**src/rtl/cdb_arbiter_if.sv**
```systemverilog
// cdb_arbiter_if: bus bundle between the two result producers, the CDB
// arbiter and the CDB snoopers.
//   rdy / rollback           : global pause and mispredict flush
//   alu_valid/rob_id/data    : ALU result push;  alu_full back to the RS
//   lsb_valid/rob_id/data    : LSB result push;  lsb_full back to the LSB
//   cdb_valid/rob_id/data/src: registered broadcast (src 0 = ALU, 1 = LSB)
//   overflow                 : sticky dropped-push indicator
// master = producer/consumer side, slave = the arbiter.
interface cdb_arbiter_if #(
  parameter int ROB_ID_W = 5,
  parameter int DATA_W   = 32
);
  logic                rdy;
  logic                rollback;
  logic                alu_valid;
  logic [ROB_ID_W-1:0] alu_rob_id;
  logic [DATA_W-1:0]   alu_data;
  logic                alu_full;
  logic                lsb_valid;
  logic [ROB_ID_W-1:0] lsb_rob_id;
  logic [DATA_W-1:0]   lsb_data;
  logic                lsb_full;
  logic                cdb_valid;
  logic [ROB_ID_W-1:0] cdb_rob_id;
  logic [DATA_W-1:0]   cdb_data;
  logic                cdb_src;
  logic                overflow;

  modport master (
    output rdy, rollback,
    output alu_valid, alu_rob_id, alu_data,
    output lsb_valid, lsb_rob_id, lsb_data,
    input  alu_full, lsb_full,
    input  cdb_valid, cdb_rob_id, cdb_data, cdb_src, overflow
  );

  modport slave (
    input  rdy, rollback,
    input  alu_valid, alu_rob_id, alu_data,
    input  lsb_valid, lsb_rob_id, lsb_data,
    output alu_full, lsb_full,
    output cdb_valid, cdb_rob_id, cdb_data, cdb_src, overflow
  );
endinterface

```
**src/rtl/cdb_arbiter.sv**
```systemverilog
// cdb_arbiter: shares the common data bus between the ALU and the LSB.
// Each source pushes into its own small FIFO; a round-robin arbiter pops
// at most one head per cycle onto the registered CDB.
// Ports:
//   clk  - clock
//   rst  - synchronous active-high reset (also clears the sticky overflow)
//   bus  - cdb_arbiter_if.slave: rdy, rollback, per-source pushes, full
//          flags, registered CDB broadcast, sticky overflow.
// Source index 0 is the ALU, index 1 is the LSB throughout.
module cdb_arbiter #(
  parameter int ROB_ID_W   = 5,
  parameter int DATA_W     = 32,
  parameter int FIFO_DEPTH = 4
) (
  input  logic         clk,
  input  logic         rst,
  cdb_arbiter_if.slave bus
);

  localparam int PTR_W = (FIFO_DEPTH > 1) ? $clog2(FIFO_DEPTH) : 1;
  localparam int CNT_W = PTR_W + 1;
  localparam logic [CNT_W-1:0] DEPTH_CNT = CNT_W'(FIFO_DEPTH);

  // Per-source views of the push ports so both FIFOs share one code path.
  logic [1:0]          in_valid;
  logic [ROB_ID_W-1:0] in_id   [2];
  logic [DATA_W-1:0]   in_data [2];

  assign in_valid[0] = bus.alu_valid;
  assign in_valid[1] = bus.lsb_valid;
  assign in_id[0]    = bus.alu_rob_id;
  assign in_id[1]    = bus.lsb_rob_id;
  assign in_data[0]  = bus.alu_data;
  assign in_data[1]  = bus.lsb_data;

  // FIFO storage and pointers.
  logic [ROB_ID_W-1:0] id_mem_q   [2][FIFO_DEPTH];
  logic [ROB_ID_W-1:0] id_mem_d   [2][FIFO_DEPTH];
  logic [DATA_W-1:0]   data_mem_q [2][FIFO_DEPTH];
  logic [DATA_W-1:0]   data_mem_d [2][FIFO_DEPTH];
  logic [PTR_W-1:0]    rd_ptr_q [2], rd_ptr_d [2];
  logic [PTR_W-1:0]    wr_ptr_q [2], wr_ptr_d [2];
  logic [CNT_W-1:0]    cnt_q    [2], cnt_d    [2];

  // Broadcast and arbitration state.
  logic                cdb_valid_q,  cdb_valid_d;
  logic [ROB_ID_W-1:0] cdb_rob_id_q, cdb_rob_id_d;
  logic [DATA_W-1:0]   cdb_data_q,   cdb_data_d;
  logic                cdb_src_q,    cdb_src_d;
  logic                last_grant_q, last_grant_d;
  logic                overflow_q,   overflow_d;

  logic [1:0] full;
  logic [1:0] nonempty;
  logic [1:0] push_req;   // acceptable push, before rdy/rollback gating
  logic [1:0] drop_full;  // non-zero push that hits a full FIFO
  logic [1:0] pop_sel;
  logic       grant_any;
  logic       grant_src;

  genvar gi;
  generate
    for (gi = 0; gi < 2; gi++) begin : g_src
      assign full[gi]      = (cnt_q[gi] == DEPTH_CNT);
      assign nonempty[gi]  = (cnt_q[gi] != '0);
      // Full is sampled before this cycle's pop, so a pop never makes
      // room for a same-cycle push.
      assign push_req[gi]  = in_valid[gi] && (in_id[gi] != '0) && !full[gi];
      assign drop_full[gi] = in_valid[gi] && (in_id[gi] != '0) && full[gi];
      assign pop_sel[gi]   = grant_any && (grant_src == 1'(gi));
    end
  endgenerate

  // Round-robin: on a tie the source that did not win last time goes.
  always_comb begin
    grant_any = |nonempty;
    grant_src = 1'b0;
    if (&nonempty) begin
      grant_src = ~last_grant_q;
    end else if (nonempty[1]) begin
      grant_src = 1'b1;
    end
  end

  always_comb begin
    id_mem_d     = id_mem_q;
    data_mem_d   = data_mem_q;
    rd_ptr_d     = rd_ptr_q;
    wr_ptr_d     = wr_ptr_q;
    cnt_d        = cnt_q;
    cdb_valid_d  = cdb_valid_q;
    cdb_rob_id_d = cdb_rob_id_q;
    cdb_data_d   = cdb_data_q;
    cdb_src_d    = cdb_src_q;
    last_grant_d = last_grant_q;
    overflow_d   = overflow_q;

    if (bus.rollback) begin
      // Flush everything in flight; overflow is deliberately left alone.
      for (int i = 0; i < 2; i++) begin
        rd_ptr_d[i] = '0;
        wr_ptr_d[i] = '0;
        cnt_d[i]    = '0;
      end
      cdb_valid_d  = 1'b0;
      cdb_rob_id_d = '0;
      cdb_data_d   = '0;
      cdb_src_d    = 1'b0;
      last_grant_d = 1'b1;
    end else if (bus.rdy) begin
      for (int i = 0; i < 2; i++) begin
        if (push_req[i]) begin
          id_mem_d[i][wr_ptr_q[i]]   = in_id[i];
          data_mem_d[i][wr_ptr_q[i]] = in_data[i];
          wr_ptr_d[i]                = wr_ptr_q[i] + PTR_W'(1);
        end
        if (pop_sel[i]) begin
          rd_ptr_d[i] = rd_ptr_q[i] + PTR_W'(1);
        end
        case ({push_req[i], pop_sel[i]})
          2'b10:   cnt_d[i] = cnt_q[i] + CNT_W'(1);
          2'b01:   cnt_d[i] = cnt_q[i] - CNT_W'(1);
          default: cnt_d[i] = cnt_q[i];
        endcase
      end

      if (|drop_full) begin
        overflow_d = 1'b1;
      end

      if (grant_any) begin
        cdb_valid_d  = 1'b1;
        cdb_rob_id_d = id_mem_q[grant_src][rd_ptr_q[grant_src]];
        cdb_data_d   = data_mem_q[grant_src][rd_ptr_q[grant_src]];
        cdb_src_d    = grant_src;
        last_grant_d = grant_src;
      end else begin
        // Id/data keep their last values; only valid drops.
        cdb_valid_d = 1'b0;
      end
    end
  end

  // Storage carries no reset: empty FIFOs never expose stale entries.
  always_ff @(posedge clk) begin
    id_mem_q   <= id_mem_d;
    data_mem_q <= data_mem_d;
  end

  always_ff @(posedge clk) begin
    if (rst) begin
      for (int i = 0; i < 2; i++) begin
        rd_ptr_q[i] <= '0;
        wr_ptr_q[i] <= '0;
        cnt_q[i]    <= '0;
      end
      cdb_valid_q  <= 1'b0;
      cdb_rob_id_q <= '0;
      cdb_data_q   <= '0;
      cdb_src_q    <= 1'b0;
      last_grant_q <= 1'b1;
      overflow_q   <= 1'b0;
    end else begin
      rd_ptr_q     <= rd_ptr_d;
      wr_ptr_q     <= wr_ptr_d;
      cnt_q        <= cnt_d;
      cdb_valid_q  <= cdb_valid_d;
      cdb_rob_id_q <= cdb_rob_id_d;
      cdb_data_q   <= cdb_data_d;
      cdb_src_q    <= cdb_src_d;
      last_grant_q <= last_grant_d;
      overflow_q   <= overflow_d;
    end
  end

  assign bus.alu_full   = full[0];
  assign bus.lsb_full   = full[1];
  assign bus.cdb_valid  = cdb_valid_q;
  assign bus.cdb_rob_id = cdb_rob_id_q;
  assign bus.cdb_data   = cdb_data_q;
  assign bus.cdb_src    = cdb_src_q;
  assign bus.overflow   = overflow_q;

endmodule
```
**src/flat_wrapper.sv**
```systemverilog
// flat-port wrapper written by rule: the top's interface ports become plain ports
module cdb_arbiter_flat 
#(
  parameter int ROB_ID_W   = 5,
  parameter int DATA_W     = 32,
  parameter int FIFO_DEPTH = 4
)
  (clk, rst, bus_rdy, bus_rollback, bus_alu_valid, bus_alu_rob_id, bus_alu_data, bus_lsb_valid, bus_lsb_rob_id, bus_lsb_data, bus_alu_full, bus_lsb_full, bus_cdb_valid, bus_cdb_rob_id, bus_cdb_data, bus_cdb_src, bus_overflow);
  cdb_arbiter_if #(.ROB_ID_W(ROB_ID_W), .DATA_W(DATA_W)) bus_i ();
  input  logic clk;
  input  logic rst;
  input wire logic [$bits(bus_i.rdy)-1:0] bus_rdy;
  input wire logic [$bits(bus_i.rollback)-1:0] bus_rollback;
  input wire logic [$bits(bus_i.alu_valid)-1:0] bus_alu_valid;
  input wire logic [$bits(bus_i.alu_rob_id)-1:0] bus_alu_rob_id;
  input wire logic [$bits(bus_i.alu_data)-1:0] bus_alu_data;
  input wire logic [$bits(bus_i.lsb_valid)-1:0] bus_lsb_valid;
  input wire logic [$bits(bus_i.lsb_rob_id)-1:0] bus_lsb_rob_id;
  input wire logic [$bits(bus_i.lsb_data)-1:0] bus_lsb_data;
  output wire logic [$bits(bus_i.alu_full)-1:0] bus_alu_full;
  output wire logic [$bits(bus_i.lsb_full)-1:0] bus_lsb_full;
  output wire logic [$bits(bus_i.cdb_valid)-1:0] bus_cdb_valid;
  output wire logic [$bits(bus_i.cdb_rob_id)-1:0] bus_cdb_rob_id;
  output wire logic [$bits(bus_i.cdb_data)-1:0] bus_cdb_data;
  output wire logic [$bits(bus_i.cdb_src)-1:0] bus_cdb_src;
  output wire logic [$bits(bus_i.overflow)-1:0] bus_overflow;
  assign bus_i.rdy = bus_rdy;
  assign bus_i.rollback = bus_rollback;
  assign bus_i.alu_valid = bus_alu_valid;
  assign bus_i.alu_rob_id = bus_alu_rob_id;
  assign bus_i.alu_data = bus_alu_data;
  assign bus_i.lsb_valid = bus_lsb_valid;
  assign bus_i.lsb_rob_id = bus_lsb_rob_id;
  assign bus_i.lsb_data = bus_lsb_data;
  assign bus_alu_full = bus_i.alu_full;
  assign bus_lsb_full = bus_i.lsb_full;
  assign bus_cdb_valid = bus_i.cdb_valid;
  assign bus_cdb_rob_id = bus_i.cdb_rob_id;
  assign bus_cdb_data = bus_i.cdb_data;
  assign bus_cdb_src = bus_i.cdb_src;
  assign bus_overflow = bus_i.overflow;
  cdb_arbiter #(.ROB_ID_W(ROB_ID_W), .DATA_W(DATA_W), .FIFO_DEPTH(FIFO_DEPTH)) u_core (.clk(clk), .rst(rst), .bus(bus_i));
endmodule
```
**config.mk**
```make
export PLATFORM = sky130hd
export DESIGN_NAME = cdb_arbiter_flat
export DESIGN_NICKNAME = d
export VERILOG_FILES = /design/src/rtl/cdb_arbiter_if.sv /design/src/rtl/cdb_arbiter.sv /design/src/flat_wrapper.sv
export SDC_FILE = /design/constraint.sdc
export NUM_CORES = 1
export LEC_CHECK = 0
export BUFFER_PORTS_ARGS = -buffer_cell sky130_fd_sc_hd__buf_4
export CORE_MARGIN = 1.5
export CORE_UTILIZATION = 43
export CTS_BUF_LIST = sky130_fd_sc_hd__clkbuf_8 sky130_fd_sc_hd__clkbuf_16
export CTS_CLUSTER_DIAMETER = 100
export CTS_CLUSTER_SIZE = 12
export DETAILED_ROUTE_END_ITERATION = 7
export PLACE_DENSITY_LB_ADDON = 0.12
export SLEW_MARGIN = 20
export SYNTH_ARGS = -nofsm -noshare
export SYNTH_HDL_FRONTEND = slang
export SYNTH_SLANG_ARGS = --single-unit
export TNS_END_PERCENT = 10
```
**constraint.sdc**
```tcl
create_clock -name clk -period 2.75 [get_ports clk]
set_input_delay 0.55 -clock clk [delete_from_list [all_inputs] [get_ports clk]]
set_output_delay 0.55 -clock clk [all_outputs]
set_load 0.005 [all_outputs]
```
Word level (Yosys, flattened, before mapping)
Index checks and enable logic that the tools add are counted.
{"block": "op_classes", "add_sub_neg": 8, "n_mul": 0, "div_mod_pow": 0, "order_cmp": 6, "eq_ne": 6, "shifts": 0, "mux": 32, "bitwise": 7, "n_reduce_logical": 32}
{"operator": "$mux 128", "n": 3}
{"operator": "$bwmux 128", "n": 2}
{"operator": "$demux 32 s2", "n": 2}
{"operator": "$mux 32", "n": 4}
{"operator": "$bmux 32 s2", "n": 1}
{"operator": "$mux 20", "n": 3}
{"operator": "$bwmux 20", "n": 2}
{"operator": "$demux 5 s2", "n": 2}
{"operator": "$mux 5", "n": 4}
{"operator": "$reduce_and 2->1", "n": 8}
{"operator": "$pmux 3 s2", "n": 2}
{"operator": "$bmux 5 s2", "n": 1}
{"operator": "$logic_and 1x1->1", "n": 10}
{"operator": "$reduce_bool 5->1", "n": 2}
{"operator": "$ge 3x3->1 const B", "n": 3}
{"operator": "$not 2->3", "n": 3}
{"operator": "$reduce_and 3->1", "n": 3}
{"operator": "$add 2x1->2 const B", "n": 4}
{"operator": "$add 3x1->3 const B", "n": 2}
{"operator": "$eq 3x3->1 const B", "n": 2}
{"operator": "$lt 3x1->1 const B", "n": 2}
{"operator": "$mux 2", "n": 3}
{"operator": "$reduce_bool 3->1", "n": 2}
{"operator": "$reduce_or 2->1", "n": 3}
{"operator": "9 further kinds", "n": 18}
{"block": "totals", "regBits": 351, "latchBits": 0, "mem_bits_rw": 0, "romBits": 0, "input_bits": 80, "out_inout_bits": 42, "elab_cells": 119, "mem_count": 0}

Logic depth before layout (Yosys ltp)
Gate-level depths: netlist of run 1.
{"block": "logic_depth", "ltp_word": 11, "ltp_mapped": 12}

Worst setup path before layout of run 1
Ideal clock, no wire load.
{"block": "synth_path", "kind": "input to register", "start": "in bus_rdy", "end": "reg u_core.data_mem_q[0] (netlist name), enable pin", "t_arrival_ps": 2538, "required_ps": 2319, "slack_ps": -219, "path_stages": 4, "cell_sequence": "inv_1 > nor2_1 > nand4_1 > nor2_1"}
{"block": "synth_between", "elab_chain_len": 1}
{"element": "start: declaration", "line": "flat_wrapper.sv:12", "rtl": "input wire logic [$bits(bus_i.rdy)-1:0] bus_rdy;"}
{"element": "$reduce_and 3->1 (no source line)"}
{"element": "end signal: assignment", "line": "cdb_arbiter.sv:147", "rtl": "data_mem_q <= data_mem_d;"}
{"element": "end: declaration", "line": "cdb_arbiter.sv:39", "rtl": "logic [DATA_W-1:0] data_mem_q [2][FIFO_DEPTH];"}
Every way passes these cells.
A chain may end at the register's enable or synchronous reset.

Worst setup path in the final report of run 1
{"block": "layout_path", "start": "reg u_core.cnt_q[2] (netlist name)", "end": "reg u_core.cnt_q[2] (netlist name)"}
{"block": "layout_between", "elab_chain_len": 7, "word_cells_on_any_way": 16}
{"element": "start: declaration", "line": "cdb_arbiter.sv:43", "rtl": "logic [CNT_W-1:0] cnt_q [2], cnt_d [2];"}
{"element": "start signal: assignment", "line": "cdb_arbiter.sv:166", "rtl": "cnt_q <= cnt_d;"}
{"element": "$reduce_bool 3->1", "line": "cdb_arbiter.sv:65", "rtl": "assign nonempty[gi] = (cnt_q[gi] != '0);"}
{"element": "$mux 1 / $reduce_and 2->1 (equally long branches)", "line": "cdb_arbiter.sv:80, cdb_arbiter.sv:78"}
{"element": "$mux 1", "line": "cdb_arbiter.sv:78", "rtl": "if (&nonempty) begin"}
{"element": "$logic_and 1x1->1", "line": "cdb_arbiter.sv:70", "rtl": "assign pop_sel[gi] = grant_any && (grant_src == 1'(gi));"}
{"element": "$eq 2x2->1 / $eq 2x1->1 (equally long branches)", "line": "cdb_arbiter.sv:120", "rtl": "case ({push_req[i], pop_sel[i]})"}
{"element": "$reduce_bool 2->1 (no source line)"}
{"element": "$reduce_and 2->1 (no source line)"}
Several ways; a longest one is shown, not always the timed one.

==> summary.md, run 1 <==
The number of antenna violations at the first check in global routing was 1. The master cell of the clock root buffer is sky130_fd_sc_hd__clkbuf_16. The floorplan row count was 64. Counting along the longest clock path gives a buffer depth of 3. In the final layout, the share of cells above drive strength 1 is 34.8%. The worst setup path is captured at a flop. Measured along the x axis, the die boundary spans 179 µm. The count of vias placed by the detailed router came out at 6,563. In this design, the stage delay of the slowest critical-path cell is 0.54 ns. The logs give 0 for the total DRC errors in the routed layout and 0 for the count of final setup violators. The run gives 0 as the total count of max-transition violations in the final report. Clock skew on the completed layout was measured at 0.00917 ns. The run gives 646 as the instance count of the mapped netlist. Counting flops and latches in the post-synthesis netlist gives 351. The tools report the post-CTS setup buffer count as 0.

The number of antenna diodes in the final layout is 0. After clock tree synthesis, the repair step resized 0 gates. For this design, the slowest cell found on the critical path is sky130_fd_sc_hd__or3b_2.

The clock drives 351 sinks. The worst pin sits at a relative slew slack of 44.5%. The final critical path takes up 84.8% of the cycle.

TritonCTS built the clock tree. Input and output buffers added on the ports amount to 121. Static timing analysis puts the maximum clock frequency at 429 MHz.

The synthesized netlist devotes 2.34% of its cell area to simple gates. For this block, the initial DRC count from the detailed router was 416. The count of cell types in the netlist is 44.

The kind of path behind the tightest hold check was input pin to flop. The overall routed net length is 28.4 mm. Global routing consumed, over all layers together, 18.1% of the routing resources. The synthesized netlist devotes 1.23% of its cell area to adder and majority cells.

Once detailed placement completed, the half-perimeter wirelength came to 17.4 mm. Via count of the first global-routing pass: 7,199. The launching element type of the critical path was a flop. The layout overhead on the synthesized area was 19.8%; the clock input transition at the sequential cells of the worst setup and hold paths was 0.06 ns. In the final routed layout, each cell accounts on average for 23.2 µm.

Across the VDD grid, the largest voltage drop is 0.000439 V. The flow ran to the end, and the final reports show no timing, DRC or antenna violations. TritonCTS created 35 clock buffers. After detailed routing, the number of vias per cell comes to 5.37.

By area, the combinational part of the netlist is dominated by multiplexers. Across the run, the number of max-cap violations was 0. At the worst endpoint, the arrival time is 2.70 ns. The maximum net fanout on the critical path was 5; the static leakage was 5.58 nW. The area of the mapped netlist was 13,400 µm². The floorplan step defined a die boundary enclosing 32,200 µm². The proportion of synthesized area in mux cells was 15.3%; the area of combinational cells with multiple inputs was 3170 µm². Setup repair after global routing left no endpoint under its margin. At the pin with the least slew margin, the transition time is 0.832 ns.

After global routing the overflow that remains totals 0. The number of endpoints with negative hold slack in the final report was 0. For the number of detailed-route iterations in the first pass, the log shows 6.

After synthesis, the mean cell area works out to 20.7 µm². The post-route standard cell area excluding fillers was 16,000 µm²; the H-tree depth was 2. The tools report the area of all sequential standard cells as 10000 µm². After clock tree synthesis, the flow added hold-fix buffers numbering 0. The minimum period implied by the final worst setup slack is 2.33 ns. The core region is 30,600 µm². When the netlist entered floorplanning its net count stood at 738. The initial utilization of the core area, before any placement, comes to 43.7%. During synthesis, Yosys emitted a total of 0 warnings. The largest net degree at the start of global routing was 38.

The signal on the critical path passes through or3b_2 > nand3_1 > ha_1 > inv_1 > fa_1 > xnor2_1 > nand2_1 > xor2_1 > nor2_1. The detail route stage leaves a number of antenna-violating nets equal to 0. Routability-driven placement finished with a final weighted congestion of 0.755.

The total power consumption of the routed design came out at 0.0106 W. The die is 179 µm tall. The post-synthesis compound-gate area fraction is 3.57%, and the required time of the critical path is 3.12 ns. Pin placement for this block handled 122 I/O pins. The first global-routing pass estimated 43.9 mm of wire. Sequential elements use 74.6% of the synthesized area. Once placement finished, the instance area stood at 15,000 µm².

The layout has 2,463 filler cells. The clock reaches the later pin of the worst-skew pair after 0.50 ns. The critical path is of the flop to flop type. The power per standard cell area works out to 662 nW/µm².

The layout net count came out at 896. Summing the areas of all xor and xnor instances in the mapped netlist gives 0.785% of the synthesized area.
[placed cells by master, fill, tap and decap left out, types with 3 or more instances in the layout]
| cell type | instances |
|---|---|
| sky130_fd_sc_hd__edfxtp_1 | 296 |
| sky130_fd_sc_hd__buf_4 | 138 |
| sky130_fd_sc_hd__mux4_2 | 74 |
| sky130_fd_sc_hd__dfxtp_1 | 51 |
| sky130_fd_sc_hd__inv_1 | 41 |
| sky130_fd_sc_hd__mux2i_1 | 38 |
| sky130_fd_sc_hd__o2bb2ai_1 | 37 |
| sky130_fd_sc_hd__clkbuf_16 | 37 |
| sky130_fd_sc_hd__nor2_1 | 17 |
| sky130_fd_sc_hd__buf_12 | 12 |
| sky130_fd_sc_hd__ha_1 | 10 |
| sky130_fd_sc_hd__nor2_4 | 8 |
| sky130_fd_sc_hd__xor2_1 | 7 |
| sky130_fd_sc_hd__nand2_1 | 6 |
| sky130_fd_sc_hd__nand3_1 | 5 |
| sky130_fd_sc_hd__xnor2_1 | 5 |
| sky130_fd_sc_hd__or2_1 | 3 |
| sky130_fd_sc_hd__nand4_1 | 3 |
| sky130_fd_sc_hd__nor2b_1 | 3 |
| sky130_fd_sc_hd__o21ai_0 | 3 |
[path summary, 6_finish.rpt]
check / start / end / slack (ns) / cells after the start
worst min-delay path: bus_alu_data[24] / u_core.data_mem_q[248] / 0.25 / 1
worst max register to register: u_core.cnt_q[2] / u_core.cnt_q[2] / 0.42 / 9
worst max-delay path: u_core.cnt_q[2] / u_core.cnt_q[2] / 0.42 / 9
worst min register to register: u_core.bus.cdb_data[29] / u_core.bus.cdb_data[29] / 0.46 / 1
[routing by layer]
metal  vias up  GRT usage (%)  share of wire [%]
met5         -              0              0.060
met4         2           5.40                2.2
met3        37           3.50                4.3
met2       148           31.0                 51
met1      3437           23.7                 42
li1       2939              -                  -
[flip-flops by register name, indices dropped and copies added, names as in the netlist]
| register | cells |
|---|---|
| u_core.rd_ptr_q | 4 |
| u_core.bus.cdb_valid | 1 |
| u_core.bus.cdb_rob_id | 5 |
| u_core.wr_ptr_q | 4 |
| u_core.cnt_q | 6 |
| u_core.id_mem_q | 40 |
| u_core.bus.overflow | 1 |
| u_core.bus.cdb_data | 32 |
| u_core.data_mem_q | 256 |
| u_core.bus.cdb_src | 1 |
| u_core.last_grant_q | 1 |
[cells by family (layout without fill, tap and decap cells)]
family                     count (synthesis)  after routing
AOI/OAI and AO/OA                         54             54
xor gates and xnor gates                  12             12
adders and majority gates                 12             12
buffers and inverters                     49            230
DFF                                      351            351
muxes                                    112            112
and+or+nand+nor                           56             56
[where the power goes]
group / internal [W] / leakage, nW / switching, W
combinational: 0.000239 / 1.88 / 0.000265
clock: 0.00241 / 0.579 / 0.00185
sequential: 0.00582 / 3.12 / 0.0000304
[cells in the mapped netlist]
cell type / n / area share [%]
sky130_fd_sc_hd__nor2_1: 25 / 0.70
sky130_fd_sc_hd__nor2b_1: 3 / 0.14
sky130_fd_sc_hd__o2111ai_2: 2 / 0.22
sky130_fd_sc_hd__dfxtp_1: 55 / 8.2
sky130_fd_sc_hd__a21oi_1: 1 / 0.037
sky130_fd_sc_hd__o2bb2ai_1: 37 / 2.4
sky130_fd_sc_hd__o21ai_0: 3 / 0.11
sky130_fd_sc_hd__buf_4: 5 / 0.28
sky130_fd_sc_hd__clkbuf_1: 4 / 0.11
sky130_fd_sc_hd__o211ai_1: 1 / 0.056
sky130_fd_sc_hd__a311oi_1: 1 / 0.065
sky130_fd_sc_hd__nor2_8: 1 / 0.15
sky130_fd_sc_hd__fa_1: 2 / 0.30
sky130_fd_sc_hd__buf_6: 2 / 0.17
sky130_fd_sc_hd__nand2b_1: 1 / 0.047
sky130_fd_sc_hd__o31ai_4: 1 / 0.16
sky130_fd_sc_hd__ha_1: 10 / 0.93
sky130_fd_sc_hd__o21ai_1: 2 / 0.075
sky130_fd_sc_hd__or3_4: 1 / 0.084
sky130_fd_sc_hd__xnor2_1: 5 / 0.33
sky130_fd_sc_hd__nand2_4: 1 / 0.084
sky130_fd_sc_hd__or3b_2: 1 / 0.065
sky130_fd_sc_hd__o31a_1: 1 / 0.065
sky130_fd_sc_hd__inv_1: 19 / 0.53
sky130_fd_sc_hd__inv_2: 1 / 0.028
sky130_fd_sc_hd__o311ai_1: 1 / 0.065
sky130_fd_sc_hd__mux2i_1: 38 / 2.8
sky130_fd_sc_hd__or4_4: 2 / 0.17
sky130_fd_sc_hd__buf_12: 3 / 0.45
sky130_fd_sc_hd__or3b_1: 1 / 0.065
sky130_fd_sc_hd__nand2_1: 6 / 0.17
sky130_fd_sc_hd__xor2_1: 7 / 0.46
sky130_fd_sc_hd__nand2_2: 1 / 0.047
sky130_fd_sc_hd__buf_2: 15 / 0.56
sky130_fd_sc_hd__nor3_2: 2 / 0.15
sky130_fd_sc_hd__edfxtp_1: 296 / 66
sky130_fd_sc_hd__a31o_1: 1 / 0.065
sky130_fd_sc_hd__a21oi_4: 1 / 0.12
sky130_fd_sc_hd__o22ai_1: 1 / 0.047
sky130_fd_sc_hd__mux4_2: 74 / 12
sky130_fd_sc_hd__nand4_1: 3 / 0.14
sky130_fd_sc_hd__nand3_1: 5 / 0.19
sky130_fd_sc_hd__a211oi_1: 1 / 0.056
sky130_fd_sc_hd__or2_1: 3 / 0.14
[critical path, delay by kind of cell (launching register included)]
| family | cells | cell delay, ns |
|---|---|---|
| and+or+nand+nor | 4 | 0.80 |
| adders and majority gates | 2 | 0.62 |
| DFF | 1 | 0.40 |
| xor gates and xnor gates | 2 | 0.30 |
| buffers and inverters | 1 | 0.07 |
[layout make-up]
cell class / instances / area share [%]
flip-flops and latches: 351 / 62.4
multi-input cells: 246 / 19.8
repair buffers: 150 / 7.96
clock buffers: 37 / 5.77
well taps: 396 / 3.09
clock inverters: 23 / 0.585
inverters: 20 / 0.468
[per-stage QoR]
step / worst slack, ns / util (%) / cells / hold WS, ns / setup TNS [ns]
final: 0.418 / 52.4 / 1223 / 0.255 / 0
after global routing: 0.313 / 52.4 / 1223 / 0.229 / 0
after CTS: 0.418 / 52.4 / 1223 / 0.229 / 0
after detailed placement: -0.0619 / 49.1 / 1163 / 0.450 / -0.0619
after global placement: -0.0186 / 49.1 / 1163 / 0.446 / -0.0186
after floorplan: -0.219 / - / 646 / 0.453 / -64.56
Power figures use the tool's default switching activity.
==> run 2: changes to the inputs <==
- clock period: 2.75 -> 1.9 ns (I/O delays scaled with it)
==> summary.md, run 2 (same netlist as run 1, synthesis figures left out) <==
In this run the number of H-tree levels came out at 2. Leaving out filler cells and counting taps, the final layout contains 1,281. The ratio of cells with drive above 1 in the final layout was 40.7%; the per-cell routed wire length was 22.8 µm. The power per standard cell area was 917 nW/µm². The worst hold path depth came out at 1. The vertical die dimension is 179 µm. The critical path goes through or3b_4 > buf_6 > buf_4 > nand4_1 > buf_12 > nor2_4 > buf_12 > clkbuf_16. The clock input transition at the sequential cells of the worst setup and hold paths works out to 0.07 ns. The logs give 54.9% for the power share of the sequential group and 19.7 mm for the half-perimeter wire length of the detailed placement result. The worst register-to-register path begins at u_core.cnt_q[5]. The area growth from synthesis to layout is 25.5%. The checks that failed: negative setup slack. The share of total power dissipated in combinational logic is 5.5%.

The die is 179 µm wide. TritonCTS built the clock tree. The count of vias placed by the detailed router came out at 6,805. For this design, the slowest cell found on the critical path is sky130_fd_sc_hd__or3b_4.

The maximum clock frequency is 517 MHz. Setup repair after global routing could not meet its margin everywhere. The final worst clock skew is 0.0155 ns. The run gives 35 as the number of buffers inserted during clock tree synthesis. For met3 alone, demand over resource in global routing was 3.53%.

The global routing met1 resource utilization was 25.6%; the area of the core region was 30,600 µm². Setup violations remaining at the end of the flow were counted as 31. Max-cap violations in this run came to 0. The type of the worst setup path is flop to flop. The port buffer count is 121. The maximum net fanout on the critical path works out to 9. The endpoint identified for the worst register-to-register timing path is u_core.data_mem_q[205]. In this run the clock root is driven by a sky130_fd_sc_hd__clkbuf_16. Area of combinational cells with multiple inputs: 3220 µm². The run gives 4 as the number of detailed-route iterations in the first pass. The worst min-delay path startpoint is bus_alu_data[7].

The minimum period implied by the final worst setup slack is 1.93 ns, and the met2 track demand over resource is 30.1%. The ratio of final minimum period to clock period is 102%, and the total count of max-transition violations in the final report is 0. After routing the design area is 16,800 µm². The most frequent standard cell in the layout excluding fill and tap cells was sky130_fd_sc_hd__edfxtp_1. The via count of the first global-routing pass is 7,449. u_core.data_mem_q holds more flip-flops than any other register.

Counting tap cells, the placed design contains a total of 1,209 instances. In this run the cell area measured after placement is 15,600 µm². The area of all sequential standard cells is 10,000 µm², and the source-to-sink clock delay at the later pin of the worst-skew pair is 0.51 ns.

Counting cells, the worst reg-to-reg path comes to 8. Global routing used 18.4% of the available tracks across all layers. The number of antenna violations at the first check in global routing is 2, and the transition at the pin with the smallest max-transition slack is 0.400 ns.

Dividing the detail-routed via count by the number of cells gives 5.31. The detail route stage leaves a number of antenna-violating nets equal to 0. The flow ran to the end, but the final reports show violations.

The most frequent cell on the critical path was sky130_fd_sc_hd__buf_12. For the layout net count, the log shows 948. The path with the worst hold slack has its endpoint at u_core.data_mem_q[199]. The max-slew headroom at the worst pin is 73.3%, and the internal cell power is 0.0122 W.

In this run, post-CTS hold repair placed 0 buffers. The power spent charging and discharging nets is 0.00319 W, and the first-iteration detailed-routing DRC count is 404. At the worst endpoint, the arrival time is 2.20 ns.

The post-placement setup slack came out at -0.659 ns. The most used routing layer was met2. Counting the fill cells in the layout gives 2,384.

122 I/O pins were placed. Net switching is 20.7% of the power. The floorplan has 64 rows. The worst hold path belongs to the class input pin to flop. For the largest net degree at the start of global routing, the log shows 38. The overall routed net length came out at 29.2 mm. The tools report the required time of the critical path as 2.17 ns. The logs give 32,200 µm² for the die outline area and -0.03 ns for the worst reg-to-reg setup slack. The design draws 0.0154 W. The top cell types in the final layout, fill and taps aside, are sky130_fd_sc_hd__edfxtp_1, sky130_fd_sc_hd__buf_4, sky130_fd_sc_hd__mux4_2. In the routed design, unresolved DRC markers number 0.

The logs give -0.0342 ns for the least setup slack across all paths after layout and 351 for the number of sinks driven by the clock tree. The biggest cell delay along the critical path is 0.39 ns. The clock network accounts for 39.6% of the total power. The final global-route overflow total was 0; the largest voltage drop on the vdd net was 0.000511 V. For the number of endpoints with negative hold slack in the final report, the log shows 0. The register with the most flip-flops in the layout has 256 of them. The clock passes through at most 3 buffers. STA classifies the critical path endpoint as a flop.

Routability-driven placement finished with a final weighted congestion of 0.767. The beginning of the critical path is u_core.cnt_q[5]. The analysis attributes to cell leakage a power of 5.95 nW. The starting density of the core is 43.7%.

The tools report the launching element type of the critical path as a flop. The first global-routing pass estimated 44.8 mm of wire. Cells fill 54.9% of the core in the end.
==> run 2: how the worst max path moves through the flow <==
stage                             endpoint  slack [ns]  depth (start not counted)
global placement           u_core.cnt_q[2]       -0.60                         11
detailed placement         u_core.cnt_q[2]       -0.66                         11
finish              u_core.data_mem_q[205]       -0.03                          8
floorplan                  u_core.cnt_q[2]       -0.41                         10
global route               u_core.cnt_q[2]       -0.08                         10
CTS                           bus_alu_full       -0.05                          4
==> run 2: layout make-up <==
cell class,instances,area share (%)
multi-input combinational,246,19.2
clock inverter,29,0.782
sequential,351,59.6
antenna,2,0.0298
inverter,20,0.447
timing repair buffer,202,11.8
tap,396,2.95
clock buffer,35,5.22
==> run 2: power by group through the flow <==
stage / registers, W / clock network [W] / logic (W)
after floorplan: 0.00862 / 0 / 0.000392
after global placement: 0.00862 / 0 / 0.000807
after detailed placement: 0.00863 / 0 / 0.000835
after CTS: 0.00846 / 0.00626 / 0.000848
after global routing: 0.00847 / 0.00657 / 0.000910
final: 0.00846 / 0.00610 / 0.000842
==> run 2: per-stage QoR <==
stage          TNS [ns]  hold slack (ns)
3_3_place_gp     -77.74            0.446
2_1_floorplan    -73.86            0.453
4_1_cts          -0.214           0.0457
3_5_place_dp     -78.64            0.449
5_1_grt           -3.16           0.0515
6_report         -0.705           0.0649
==> run 2: routing by layer <==
| layer | up-vias | routed length, µm |
|---|---|---|
| met1 | 3533 | 12600 |
| li1 | 3059 | - |
| met2 | 168 | 14400 |
| met4 | 2 | 515 |
| met5 | - | 14 |
| met3 | 43 | 1630 |
==> run 2: timing repair <==
| item | in CTS | in global routing |
|---|---|---|
| gates resized for setup | 14 | 8 |
| pin swaps | 5 | 4 |
| setup endpoints to repair | 18 | 112 |
| cloned | 0 | 2 |
| setup buffers | 3 | 1 |
==> run 2: worst max-delay path: cells and delay by family (launching register included) <==
kind                   cells  cell delay (ns)
buffers and inverters      5             0.73
flip-flops                 1             0.38
AND/OR/NAND/NOR            3             0.57
==> run 3: changes to the inputs <==
- PLACE_DENSITY: unset -> 0.63
- PLACE_DENSITY_LB_ADDON: 0.12 -> unset
- REMOVE_ABC_BUFFERS: unset -> 1
==> summary.md, run 3 (same netlist as run 1, synthesis figures left out) <==
TritonCTS built the clock tree. The number of sinks driven by the clock tree is 351. The worst path needs 2.00 ns of the cycle, external delays included.

Setup repair after global routing could not meet its margin everywhere. The root buffer cell chosen for the clock tree is sky130_fd_sc_hd__clkbuf_16. The logs give 7,399 for the via count of the first global-routing pass and 6,841 for the count of vias placed by the detailed router.

The half-perimeter wire length of the detailed placement result is 19.0 mm, and the starting density of the core is 43.7%. Cells with a size suffix above 1 make up 40.6% of the layout. For the filler-free cell count of the finished design, the log shows 1,271. The run gives 29.6% as the met2 track demand over resource.

After global routing, the most crowded layer is met2. Adding up every negative setup slack in the final design gives -0.235 ns. The count of fill cells added during filler insertion was 2,331. The met3 usage in global routing came out at 3.32%. The logs give 82.7% for the max-slew headroom at the worst pin and 30,600 µm² for the area of the core region.

The die covers 32,200 µm². After floorplanning, the core was divided into 64 placement rows. The final weighted congestion in routability-driven placement came out at 0.814. Global routing finished with a remaining overflow of 0. The number of buffers between clock root and the deepest sink is 3, and the average vias per placed instance is 5.38. The first global-routing pass estimated 44.3 mm of wire. By startpoint and endpoint, the worst setup path is classified as flop to output port. The detail route stage leaves a number of antenna-violating nets equal to 0. The final hold slack is 0.0755 ns. The count of final setup violators is 4. The transition at the pin with the smallest max-transition slack was 0.252 ns. The tools report the largest voltage drop on the vdd net as 0.000559 V. Dividing total power by cell area gives a power density of 915 nW/µm². The run finished, with violations left.

In the layout the commonest cells are sky130_fd_sc_hd__edfxtp_1, sky130_fd_sc_hd__buf_4, sky130_fd_sc_hd__mux4_2. For the total count of max-transition violations in the final report, the log shows 0. The library cell used most frequently in the layout, excluding fill and tap cells, is sky130_fd_sc_hd__edfxtp_1.

CTS built an H-tree with a depth of 2. The number of buffers inserted during clock tree synthesis came out at 35. The cell count after placement came out at 1,207. In this run, post-CTS hold repair placed 0 buffers. For this design the top-level I/O count stands at 122. Entering global routing, the biggest net connects 38 pins.

Across the routed clock network, the largest skew measured is 0.0273 ns. OpenSTA, run right after detailed placement, puts the worst setup slack at -0.745 ns. The number of antenna violations at the first check in global routing is 1. For the worst setup path, the data arrival time is 1.62 ns. The port buffer count was 121; the maximum clock frequency was 500 MHz.

The run gives 512 as the first-iteration detailed-routing DRC count. In the final routed layout, each cell accounts on average for 22.6 µm. Layout overhead on the synthesized area: 25.1%. The tools report the launching element type of the critical path as a flop. The register containing the most flip-flops in the final layout is u_core.data_mem_q.

The number of endpoints with negative hold slack in the final report was 0; the maximum net fanout on the critical path was 4. The clock input transition at the sequential cells of the worst setup and hold paths is 0.06 ns, and the least setup slack across all paths after layout is -0.102 ns. Across every metal layer, demand over resource in global routing totals 18.1%.

The register with the most flip-flops in the layout has 256 of them. For this run, the post-layout net count is 944. The total DRC errors in the routed layout was 0. Across the run, the number of max-cap violations was 0.

The checks that failed: negative setup slack. The final critical path takes up 105% of the cycle. Data on the critical path is required at its endpoint by 1.52 ns.

The static leakage was 5.91 nW; the horizontal die dimension was 179 µm. The kind of path behind the tightest hold check was input pin to flop. For met1 alone, demand over resource in global routing was 25.5%. STA classifies the critical path endpoint as an output port. The vertical die dimension works out to 179 µm. The pre-antenna-repair detailed-routing pass consisted of 4 iterations. 0 antenna diodes ended up in the layout. The core occupancy in the finished layout is 54.7%, and the overall routed net length is 28.8 mm. The tools report the source-to-sink clock delay at the later pin of the worst-skew pair as 0.51 ns.
[run 3: worst max-delay path, stage by stage, from the launching register on]
cell,delay [ns]
sky130_fd_sc_hd__dfxtp_2,0.36
sky130_fd_sc_hd__buf_6,0.12
sky130_fd_sc_hd__or3b_4,0.38
sky130_fd_sc_hd__buf_6,0.13
sky130_fd_sc_hd__inv_2,0.04
sky130_fd_sc_hd__buf_6,0.08
[run 3: where the power goes]
group          internal (W)  total (W)  switching [W]
Clock               0.00333    0.00599        0.00266
Combinational      0.000434   0.000855       0.000421
Sequential          0.00843    0.00847      0.0000378
Total                0.0122     0.0153        0.00312
[run 3: metal layers]
layer  vias to the layer above  part of all wire, %
met5                         -                0.045
met4                         2                  1.4
met3                        37                  4.7
met2                       179                   49
met1                      3588                   45
li1                       3035                    -
[run 3: per-stage QoR]
step                instance area, µm²  total power, W
finish                           16700          0.0153
global route                     16700          0.0158
CTS                              16700          0.0155
detailed placement               15600         0.00946
global placement                 15600         0.00942
floorplan                        13200         0.00897
[run 3: final cells by class]
class | instances | area, µm² | area share (%)
inverter | 20 | 80.1 | 0.478
timing repair buffer | 198 | 1930 | 11.5
tap | 396 | 495 | 2.96
clock inverter | 25 | 106 | 0.635
multi-input combinational | 246 | 3240 | 19.4
sequential | 351 | 10000 | 59.8
clock buffer | 35 | 876 | 5.23
[run 3: repair_timing]
action / in CTS / in global routing
pin swaps: 9 / 11
resized for setup: 20 / 18
setup endpoints to repair: 12 / 47
buffers inserted: 3 / 2
[run 3: path summary, 6_finish.rpt]
kind                            from                      end  slack, ns  cells past startpoint
max                  u_core.cnt_q[5]             bus_alu_full      -0.10                      5
min                  bus_lsb_data[9]    u_core.data_mem_q[73]       0.08                      1
max reg2reg          u_core.cnt_q[0]          u_core.cnt_q[2]      -0.07                      9
min reg2reg  u_core.bus.cdb_data[14]  u_core.bus.cdb_data[14]       0.46                      1
